==> src/rtl/count_monitor_if.sv <==
// count_monitor_if: the counter-observation bus shared by a step counter and its monitor.
//   mode      counter direction, 1 up / 0 down
//   cnt       signed counter value
//   zone      hysteresis zone: 00 MID, 01 HIGH, 10 LOW
//   step_err  1-cycle pulse, illegal step size
//   inv_err   1-cycle pulse, forbidden value seen
//   wrap_evt  1-cycle pulse, counter wrapped
//   min_val   signed minimum of valid samples
//   max_val   signed maximum of valid samples
//   err_cnt   saturating count of error cycles
// master: the side that owns the counter and consumes status.
// slave:  the monitor, which samples the counter and drives status.
interface count_monitor_if #(
    parameter int unsigned Width = 10,
    parameter int unsigned EvtW  = 8
);
    logic                    mode;
    logic signed [Width-1:0] cnt;
    logic [1:0]              zone;
    logic                    step_err;
    logic                    inv_err;
    logic                    wrap_evt;
    logic signed [Width-1:0] min_val;
    logic signed [Width-1:0] max_val;
    logic [EvtW-1:0]         err_cnt;

    modport master (
        output mode, cnt,
        input  zone, step_err, inv_err, wrap_evt, min_val, max_val, err_cnt
    );

    modport slave (
        input  mode, cnt,
        output zone, step_err, inv_err, wrap_evt, min_val, max_val, err_cnt
    );
endinterface

==> src/rtl/count_monitor.sv <==
// count_monitor: passive observer of a signed up/down step counter.
// Every non-reset cycle it samples cnt/mode, checks the transition from the previous sample
// against the step rules, tracks HIGH/LOW hysteresis zones, records min/max and keeps a
// saturating error count. It never drives the counter.
// Ports:
//   clk     rising-edge clock
//   rst     synchronous active-high reset; discards all history
//   bus_io  count_monitor_if.slave: mode/cnt in, zone/pulses/min/max/err_cnt out
// Width and EvtW must match the parameters of the connected interface.
module count_monitor #(
    parameter int unsigned Width  = 10,
    parameter int          UpStep = 5,
    parameter int          DnStep = 9,
    parameter int          Inv    = -11,
    parameter int          HiSet  = 200,
    parameter int          HiClr  = 180,
    parameter int          LoSet  = -200,
    parameter int          LoClr  = -180,
    parameter int unsigned EvtW   = 8
) (
    input logic            clk,
    input logic            rst,
    count_monitor_if.slave bus_io
);

    // Two guard bits so prev + step and cnt - prev never overflow.
    localparam int unsigned XW = Width + 2;
    typedef logic signed [XW-1:0] ext_t;

    localparam ext_t UpX    = ext_t'(UpStep);
    localparam ext_t DnX    = ext_t'(-DnStep);
    localparam ext_t InvX   = ext_t'(Inv);
    localparam ext_t HiSetX = ext_t'(HiSet);
    localparam ext_t HiClrX = ext_t'(HiClr);
    localparam ext_t LoSetX = ext_t'(LoSet);
    localparam ext_t LoClrX = ext_t'(LoClr);

    localparam logic signed [Width-1:0] MinInit = {1'b0, {(Width-1){1'b1}}};
    localparam logic signed [Width-1:0] MaxInit = {1'b1, {(Width-1){1'b0}}};
    localparam logic [EvtW-1:0]         ErrMax  = '1;

    typedef enum logic [1:0] {
        StMid  = 2'b00,
        StHigh = 2'b01,
        StLow  = 2'b10
    } zone_e;

    zone_e zone_q, zone_d;

    logic                    valid_q, valid_d;
    logic signed [Width-1:0] prev_cnt_q, prev_cnt_d;
    logic                    prev_mode_q, prev_mode_d;
    logic                    step_err_q, step_err_d;
    logic                    inv_err_q, inv_err_d;
    logic                    wrap_evt_q, wrap_evt_d;
    logic signed [Width-1:0] min_q, min_d;
    logic signed [Width-1:0] max_q, max_d;
    logic [EvtW-1:0]         err_cnt_q, err_cnt_d;

    ext_t cnt_x, prev_x, delta, exp_base, exp_step;
    logic wrap, step_bad, is_inv;

    // Transition analysis in extended signed arithmetic.
    always_comb begin
        cnt_x    = {{2{bus_io.cnt[Width-1]}}, bus_io.cnt};
        prev_x   = {{2{prev_cnt_q[Width-1]}}, prev_cnt_q};
        delta    = cnt_x - prev_x;
        exp_base = prev_mode_q ? UpX : DnX;
        // The counter doubles its step to jump over the forbidden value.
        exp_step = ((prev_x + exp_base) == InvX) ? (exp_base + exp_base) : exp_base;
        wrap     = prev_mode_q ? (cnt_x < prev_x) : (cnt_x > prev_x);
        step_bad = (delta != exp_step);
        is_inv   = (cnt_x == InvX);
    end

    // Datapath next state.
    always_comb begin
        valid_d     = 1'b1;
        prev_cnt_d  = bus_io.cnt;
        prev_mode_d = bus_io.mode;
        // Wrap outranks the step check; the priming sample runs neither.
        wrap_evt_d  = valid_q & wrap;
        step_err_d  = valid_q & ~wrap & step_bad;
        inv_err_d   = is_inv;
        err_cnt_d   = err_cnt_q;
        if ((step_err_d || inv_err_d) && (err_cnt_q != ErrMax)) begin
            err_cnt_d = err_cnt_q + EvtW'(1);
        end
        min_d = (bus_io.cnt < min_q) ? bus_io.cnt : min_q;
        max_d = (bus_io.cnt > max_q) ? bus_io.cnt : max_q;
    end

    always_ff @(posedge clk) begin
        if (rst) begin
            valid_q     <= 1'b0;
            prev_cnt_q  <= '0;
            prev_mode_q <= 1'b0;
            step_err_q  <= 1'b0;
            inv_err_q   <= 1'b0;
            wrap_evt_q  <= 1'b0;
            min_q       <= MinInit;
            max_q       <= MaxInit;
            err_cnt_q   <= '0;
        end else begin
            valid_q     <= valid_d;
            prev_cnt_q  <= prev_cnt_d;
            prev_mode_q <= prev_mode_d;
            step_err_q  <= step_err_d;
            inv_err_q   <= inv_err_d;
            wrap_evt_q  <= wrap_evt_d;
            min_q       <= min_d;
            max_q       <= max_d;
            err_cnt_q   <= err_cnt_d;
        end
    end

    // Zone FSM: state register.
    always_ff @(posedge clk) begin
        if (rst) begin
            zone_q <= StMid;
        end else begin
            zone_q <= zone_d;
        end
    end

    // Zone FSM: next state. Set thresholds win from any state, so a wrap may jump HIGH<->LOW.
    always_comb begin
        zone_d = zone_q;
        if (cnt_x >= HiSetX) begin
            zone_d = StHigh;
        end else if (cnt_x <= LoSetX) begin
            zone_d = StLow;
        end else begin
            unique case (zone_q)
                StHigh:  if (cnt_x <= HiClrX) zone_d = StMid;
                StLow:   if (cnt_x >= LoClrX) zone_d = StMid;
                default: zone_d = StMid;
            endcase
        end
    end

    // Outputs: all straight from registers.
    always_comb begin
        bus_io.zone     = zone_q;
        bus_io.step_err = step_err_q;
        bus_io.inv_err  = inv_err_q;
        bus_io.wrap_evt = wrap_evt_q;
        bus_io.min_val  = min_q;
        bus_io.max_val  = max_q;
        bus_io.err_cnt  = err_cnt_q;
    end

endmodule

==> src/flat_wrapper.sv <==
// flat-port wrapper written by rule: the top's interface ports become plain ports
module count_monitor_flat 
#(
    parameter int unsigned Width  = 10,
    parameter int          UpStep = 5,
    parameter int          DnStep = 9,
    parameter int          Inv    = -11,
    parameter int          HiSet  = 200,
    parameter int          HiClr  = 180,
    parameter int          LoSet  = -200,
    parameter int          LoClr  = -180,
    parameter int unsigned EvtW   = 8
)
  (clk, rst, bus_io_mode, bus_io_cnt, bus_io_zone, bus_io_step_err, bus_io_inv_err, bus_io_wrap_evt, bus_io_min_val, bus_io_max_val, bus_io_err_cnt);
  count_monitor_if #(.Width(Width), .EvtW(EvtW)) bus_io_i ();
  input logic clk;
  input logic rst;
  input wire logic [$bits(bus_io_i.mode)-1:0] bus_io_mode;
  input wire logic [$bits(bus_io_i.cnt)-1:0] bus_io_cnt;
  output wire logic [$bits(bus_io_i.zone)-1:0] bus_io_zone;
  output wire logic [$bits(bus_io_i.step_err)-1:0] bus_io_step_err;
  output wire logic [$bits(bus_io_i.inv_err)-1:0] bus_io_inv_err;
  output wire logic [$bits(bus_io_i.wrap_evt)-1:0] bus_io_wrap_evt;
  output wire logic [$bits(bus_io_i.min_val)-1:0] bus_io_min_val;
  output wire logic [$bits(bus_io_i.max_val)-1:0] bus_io_max_val;
  output wire logic [$bits(bus_io_i.err_cnt)-1:0] bus_io_err_cnt;
  assign bus_io_i.mode = bus_io_mode;
  assign bus_io_i.cnt = bus_io_cnt;
  assign bus_io_zone = bus_io_i.zone;
  assign bus_io_step_err = bus_io_i.step_err;
  assign bus_io_inv_err = bus_io_i.inv_err;
  assign bus_io_wrap_evt = bus_io_i.wrap_evt;
  assign bus_io_min_val = bus_io_i.min_val;
  assign bus_io_max_val = bus_io_i.max_val;
  assign bus_io_err_cnt = bus_io_i.err_cnt;
  count_monitor #(.Width(Width), .UpStep(UpStep), .DnStep(DnStep), .Inv(Inv), .HiSet(HiSet), .HiClr(HiClr), .LoSet(LoSet), .LoClr(LoClr), .EvtW(EvtW)) u_core (.clk(clk), .rst(rst), .bus_io(bus_io_i));
endmodule
==> config.mk <==
export PLATFORM = sky130hd
export DESIGN_NAME = count_monitor_flat
export DESIGN_NICKNAME = d
export VERILOG_FILES = /design/src/rtl/count_monitor_if.sv /design/src/rtl/count_monitor.sv /design/src/flat_wrapper.sv
export SDC_FILE = /design/constraint.sdc
export NUM_CORES = 1
export LEC_CHECK = 0
export CAP_MARGIN = 10
export CORE_MARGIN = 2
export CORE_UTILIZATION = 30
export CTS_BUF_LIST = sky130_fd_sc_hd__clkbuf_16
export CTS_CLUSTER_SIZE = 25
export DETAILED_ROUTE_END_ITERATION = 6
export GPL_ROUTABILITY_DRIVEN = 0
export GPL_TIMING_DRIVEN = 0
export PLACE_DENSITY_LB_ADDON = 0.08
export SLEW_MARGIN = 40
export SYNTH_ARGS = -nofsm -noshare
export SYNTH_HDL_FRONTEND = slang
export SYNTH_SLANG_ARGS = --single-unit
==> constraint.sdc <==
create_clock -name clk -period 3.8 [get_ports clk]
set_input_delay 0.38 -clock clk [delete_from_list [all_inputs] [get_ports clk]]
set_output_delay 0.38 -clock clk [all_outputs]
set_load 0.1 [all_outputs]
After elaboration in Yosys (flattened, before gate mapping):

Cells that the tools add are included.

* mux-type cells: 9
* reductions and logical operators: 5
* magnitude comparators: 8
* equality and inequality tests: 10
* bitwise logic cells: 4
* add/sub/neg operators: 4

Operator list (number)
* $mux 12: 2
* $ge 10x9->1 const B: 2
* $gt 10x10->1: 2
* $le 10x9->1 const B: 2
* $lt 10x10->1: 2
* $add 10x12->12: 1
* $add 12x12->12: 1
* $eq 12x5->1 const B: 1
* $ne 12x12->1: 1
* $sub 10x10->11: 1
* $eq 10x5->1 const B: 1
* $add 8x1->8 const B: 1
* $ne 4x1->1 const B: 2
* $ne 8x8->1 const B: 1
* $mux 2: 3
* $ne 3x1->1 const B: 2
* $pmux 2 s2: 1
* $reduce_and 2->1: 2
* $and 1x1->1: 3
* $mux 1: 3
* $eq 2x1->1 const B: 1
* $eq 2x2->1 const B: 1
* $reduce_or 2->1: 1
* $logic_and 1x1->1: 1
* 2 further kinds: 2

* bits in registers: 45
* word-level logic and storage cells: 51
* input bits: 13

Depth between registers and ports, before layout:

* depth in word-level cells: 8
* depth in mapped cells: 14

Worst setup path after synthesis:

Ideal clock, no wire load.

* path type: input -> register
* start point: input port bus_io_cnt[0]
* end point: register u_core.err_cnt_q[5], in the netlist u_core.bus_io.err_cnt[5]
* setup time: 0.121 ns
* setup slack: 0.608 ns
* data arrival time: 3.071 ns
* cell stages on the path: 14
* buffers on the path: 1
* path through: inv_1 ha_1 inv_1 fa_1 a211oi_2 nor3_1 nor3_1 nor2_1 nor4b_1 mux2i_4 o31ai_4 buf_6 nor3_2 mux2_4

* longest elaborated chain between the ends: 7
* elaborated cells between the ends (all ways): 11

Ends and longest elaborated chain
* from (decl): RTL line flat_wrapper.sv:19 `input wire logic [$bits(bus_io_i.cnt)-1:0] bus_io_cnt;`
* parallel branches: the longest is 5 deep, another holds $sub 10x10->11
* $logic_or 1x1->1 (*): RTL line count_monitor.sv:86 `if ((step_err_d || inv_err_d) && (err_cnt_q != ErrMax)) begin`
* $logic_and 1x1->1 (*): RTL line count_monitor.sv:86
* to (signal assigned): RTL line count_monitor.sv:113 `err_cnt_q <= err_cnt_d;`
* to (decl): RTL line count_monitor.sv:58 `logic [EvtW-1:0] err_cnt_q, err_cnt_d;`

Mark *: on every way between the ends.
A chain may end at the register's enable or synchronous reset.

Worst setup path in the final report:

Ends and elaborated chain as after synthesis.

==> metrics.txt <==
relative slew slack 49.2%; maximum buffer depth of the clock tree 2; Detailed Place HPWL 6.91 mm; TritonCTS clock tree yes; Final setup violation count 0; 1st-iter DRT viols 157; Nets 501; Critical Path, Cell by Cell clkdlybuf4s50_1, inv_2, ha_1, inv_1, fa_1, a211oi_4, nor3_1, nor3_2, nor2_1, nor4b_2, mux2i_4, o31ai_4, buf_6, nor3_2, mux2_4; CTS root buf clkbuf_16; Syn Area/Cell 8.27 um^2; GRT Total Usage 15.8%; number of H-tree levels 2; die footprint 11,800 um^2; Skew-Pair Late Insertion Delay 0.28 ns; largest net degree at the start of global routing 14; Peak supply drop 0.317 mV; Distinct cells, synth 59; Worst-Margin Slew 0.761 ns; Startpoint Class input port; Post-Synthesis Cells 396; cts hold-fix bufs 0; Util after Layout 36.5%; GRT overflow 0; CP Max Fanout 10; most common cell in the synthesized netlist dfxtp_1; Die Y-Extent 108 um; first-pass GRT wire length 14.7 mm; main area contributors after synthesis dfxtp_1 (28%), ha_1 (14%), mux2i_1 (4.6%); Routed Antenna Nets 0; Worst EP arrival 3.75 ns; DR vias/cell 5.05; wire length per cell 15.2 um; CP endpoint kind flip-flop; IO buf count 45; 1st-pass router iterations 4; ys flop type dfxtp_1; vias in the first global route 2,847; vias post-DR 2,982; # rows 38; status completed; number of flops mapped to enable cells by yosys 0; final hold vios 0; syn_nets 447; # DRC 0; share of layout cells above drive strength 1 13.3%; CP max stage cell clkdlybuf4s50_1; Post-synth top cells dfxtp_1 (45), nor2_1 (40), inv_1 (38); unrepaired setup endpoints after global routing no; Final WS setup 0.231 ns; Static Leak 1.72 nW; Layout area overhead 19.8%; post-route clock period utilization 93.9%; max-cap violation count 0; CTS Buf Count 5; clock sinks 45; diode count 0; Final Max Tran Viols 0; post-synthesis mux area share 6.42%; Hold WC Path Type reg -> reg; hold slack final 0.447 ns; largest family of logic cells by synthesized area simple AND/OR/NAND/NOR gates; Synth Area in Adders 14.7%; register area share after synthesis 27.5%; flops & latches, synth 45; f_max 0.280 GHz; Starting Density 30.5%; Clock transition at path regs 0.07 ns; Yosys top cell area share 27.5%; num ports 46; Die X 108 um; async set or reset register ratio after synthesis 0%; WL final 8.97 mm; initial antenna violation count 0; Synth Area in XOR/XNOR 1.60%; PwrDens 488 nW/um^2; Post-Synth Simple-Gate Area 21.6%; core footprint 10,700 um^2; post-synthesis compound-gate area fraction 21.5%; Synth Cell Area 3270 um^2; Synth area leader dfxtp_1; Final min period 3.57 ns; CP most frequent cell nor3_2; Critical Path RT 3.98 ns; critical path type in -> reg; Worst Skew 0.00983 ns; critical path's largest stage delay 0.51 ns; total chip power 1.92 mW; DP Worst Slack -0.340 ns; Synthesis Warnings 0
==> layout make-up <==
class / count / area [um^2]
buffer: 15 / 66.3
clock buffer: 5 / 125
clock inverter: 3 / 15.0
fill: 1181 / 6820
inverter: 39 / 150
multi-input combinational: 296 / 2180
sequential: 45 / 901
tap: 140 / 175
timing repair buffer: 48 / 308
==> stage by stage <==
step,instances,setup TNS (ns),area (um^2)
after floorplan,396,0,3270
after global placement,581,-1.38,3900
after detailed placement,581,-1.59,3730
after CTS,589,0,3880
after global routing,591,0,3920
final,591,0,3920
==> worst paths after layout <==
kind / end / cells past startpoint / slack [ns] / from
max reg2reg: u_core.bus_io.err_cnt[5]$_SDFFE_PP0P_ / 12 / 0.40 / u_core.prev_mode_q$_SDFF_PP0_
min: u_core.bus_io.step_err$_SDFF_PP0_ / 2 / 0.45 / u_core.valid_q$_DFF_P_
max: u_core.bus_io.err_cnt[5]$_SDFFE_PP0P_ / 15 / 0.23 / bus_io_cnt[0]
min reg2reg: u_core.bus_io.step_err$_SDFF_PP0_ / 2 / 0.45 / u_core.valid_q$_DFF_P_
==> per-layer routing <==
| layer | vias to the layer above | track usage [%] | share of wire [%] |
|---|---|---|---|
| li1 | 1539 | - | - |
| met1 | 1396 | 22.6 | 51 |
| met2 | 43 | 25.6 | 46 |
| met3 | 4 | 2.11 | 2.7 |
| met4 | 0 | 2.56 | 0.56 |
| met5 | - | 0 | 0 |
==> cells by family after synthesis <==
group,Yosys count
DFF,45
AOI/OAI and AO/OA,101
adders and majority gates,38
xor gates and xnor gates,6
and+or+nand+nor,132
muxes,19
buffers and inverters,55
==> critical path, delay by kind of cell <==
family / cells / cell delay [ns]
muxes: 2 / 0.41
buffers and inverters: 4 / 0.89
AOI/OAI and AO/OA: 2 / 0.59
and+or+nand+nor: 5 / 0.85
adders and majority gates: 2 / 0.61
==> sequential cells by signal (all words and copies together) (netlist names) <==
| name | cells |
|---|---|
| u_core.bus_io.err_cnt | 8 |
| u_core.bus_io.step_err | 1 |
| u_core.bus_io.zone | 2 |
| u_core.prev_mode_q | 1 |
| u_core.bus_io.min_val | 10 |
| u_core.bus_io.wrap_evt | 1 |
| u_core.bus_io.inv_err | 1 |
| u_core.prev_cnt_q | 10 |
| u_core.valid_q | 1 |
| u_core.bus_io.max_val | 10 |
==> what timing repair did <==
| action | 4_1_cts | 5_1_grt |
|---|---|---|
| buffers inserted | 0 | 3 |
| setup endpoints to repair | 1 | 8 |
| gates resized for setup | 1 | 8 |
==> cells in the final DEF, fill, tap and decap left out, types with 2 or more instances in the layout <==
cell              n
nor4b_1           3
clkbuf_16         5
and2_1            3
clkbuf_1         11
o41ai_1           9
nor2b_1          17
clkinvlp_4        2
o2111a_1          2
a21o_1            6
nand3_1           2
xnor2_1           2
clkdlybuf4s50_1  12
a211oi_1          3
nor2_1           40
a31oi_1           3
a21oi_1          21
o21ai_0          29
nand2b_1          5
or3_1             6
nand2_1          16
ha_1             37
o211ai_1          3
o211a_1           2
and3_1            5
nor3_2            2
xor2_1            4
buf_2            34
nor3_1            9
or3b_1            2
o21a_1            6
buf_4             3
mux2i_1          15
nor4_1            3
dfxtp_1          45
nand4_1           8
a211o_1           3
nand3b_1          2
inv_1            38
nor3b_1           4
==> power by group <==
part	switching [mW]	internal [mW]	leakage, nW	total [mW]
registers	0.0388	0.530	0.371	0.568
clock network	0.182	0.239	0.0724	0.421
logic	0.680	0.247	1.28	0.927
total	0.901	1.02	1.72	1.92
Power figures use the tool's default switching activity.
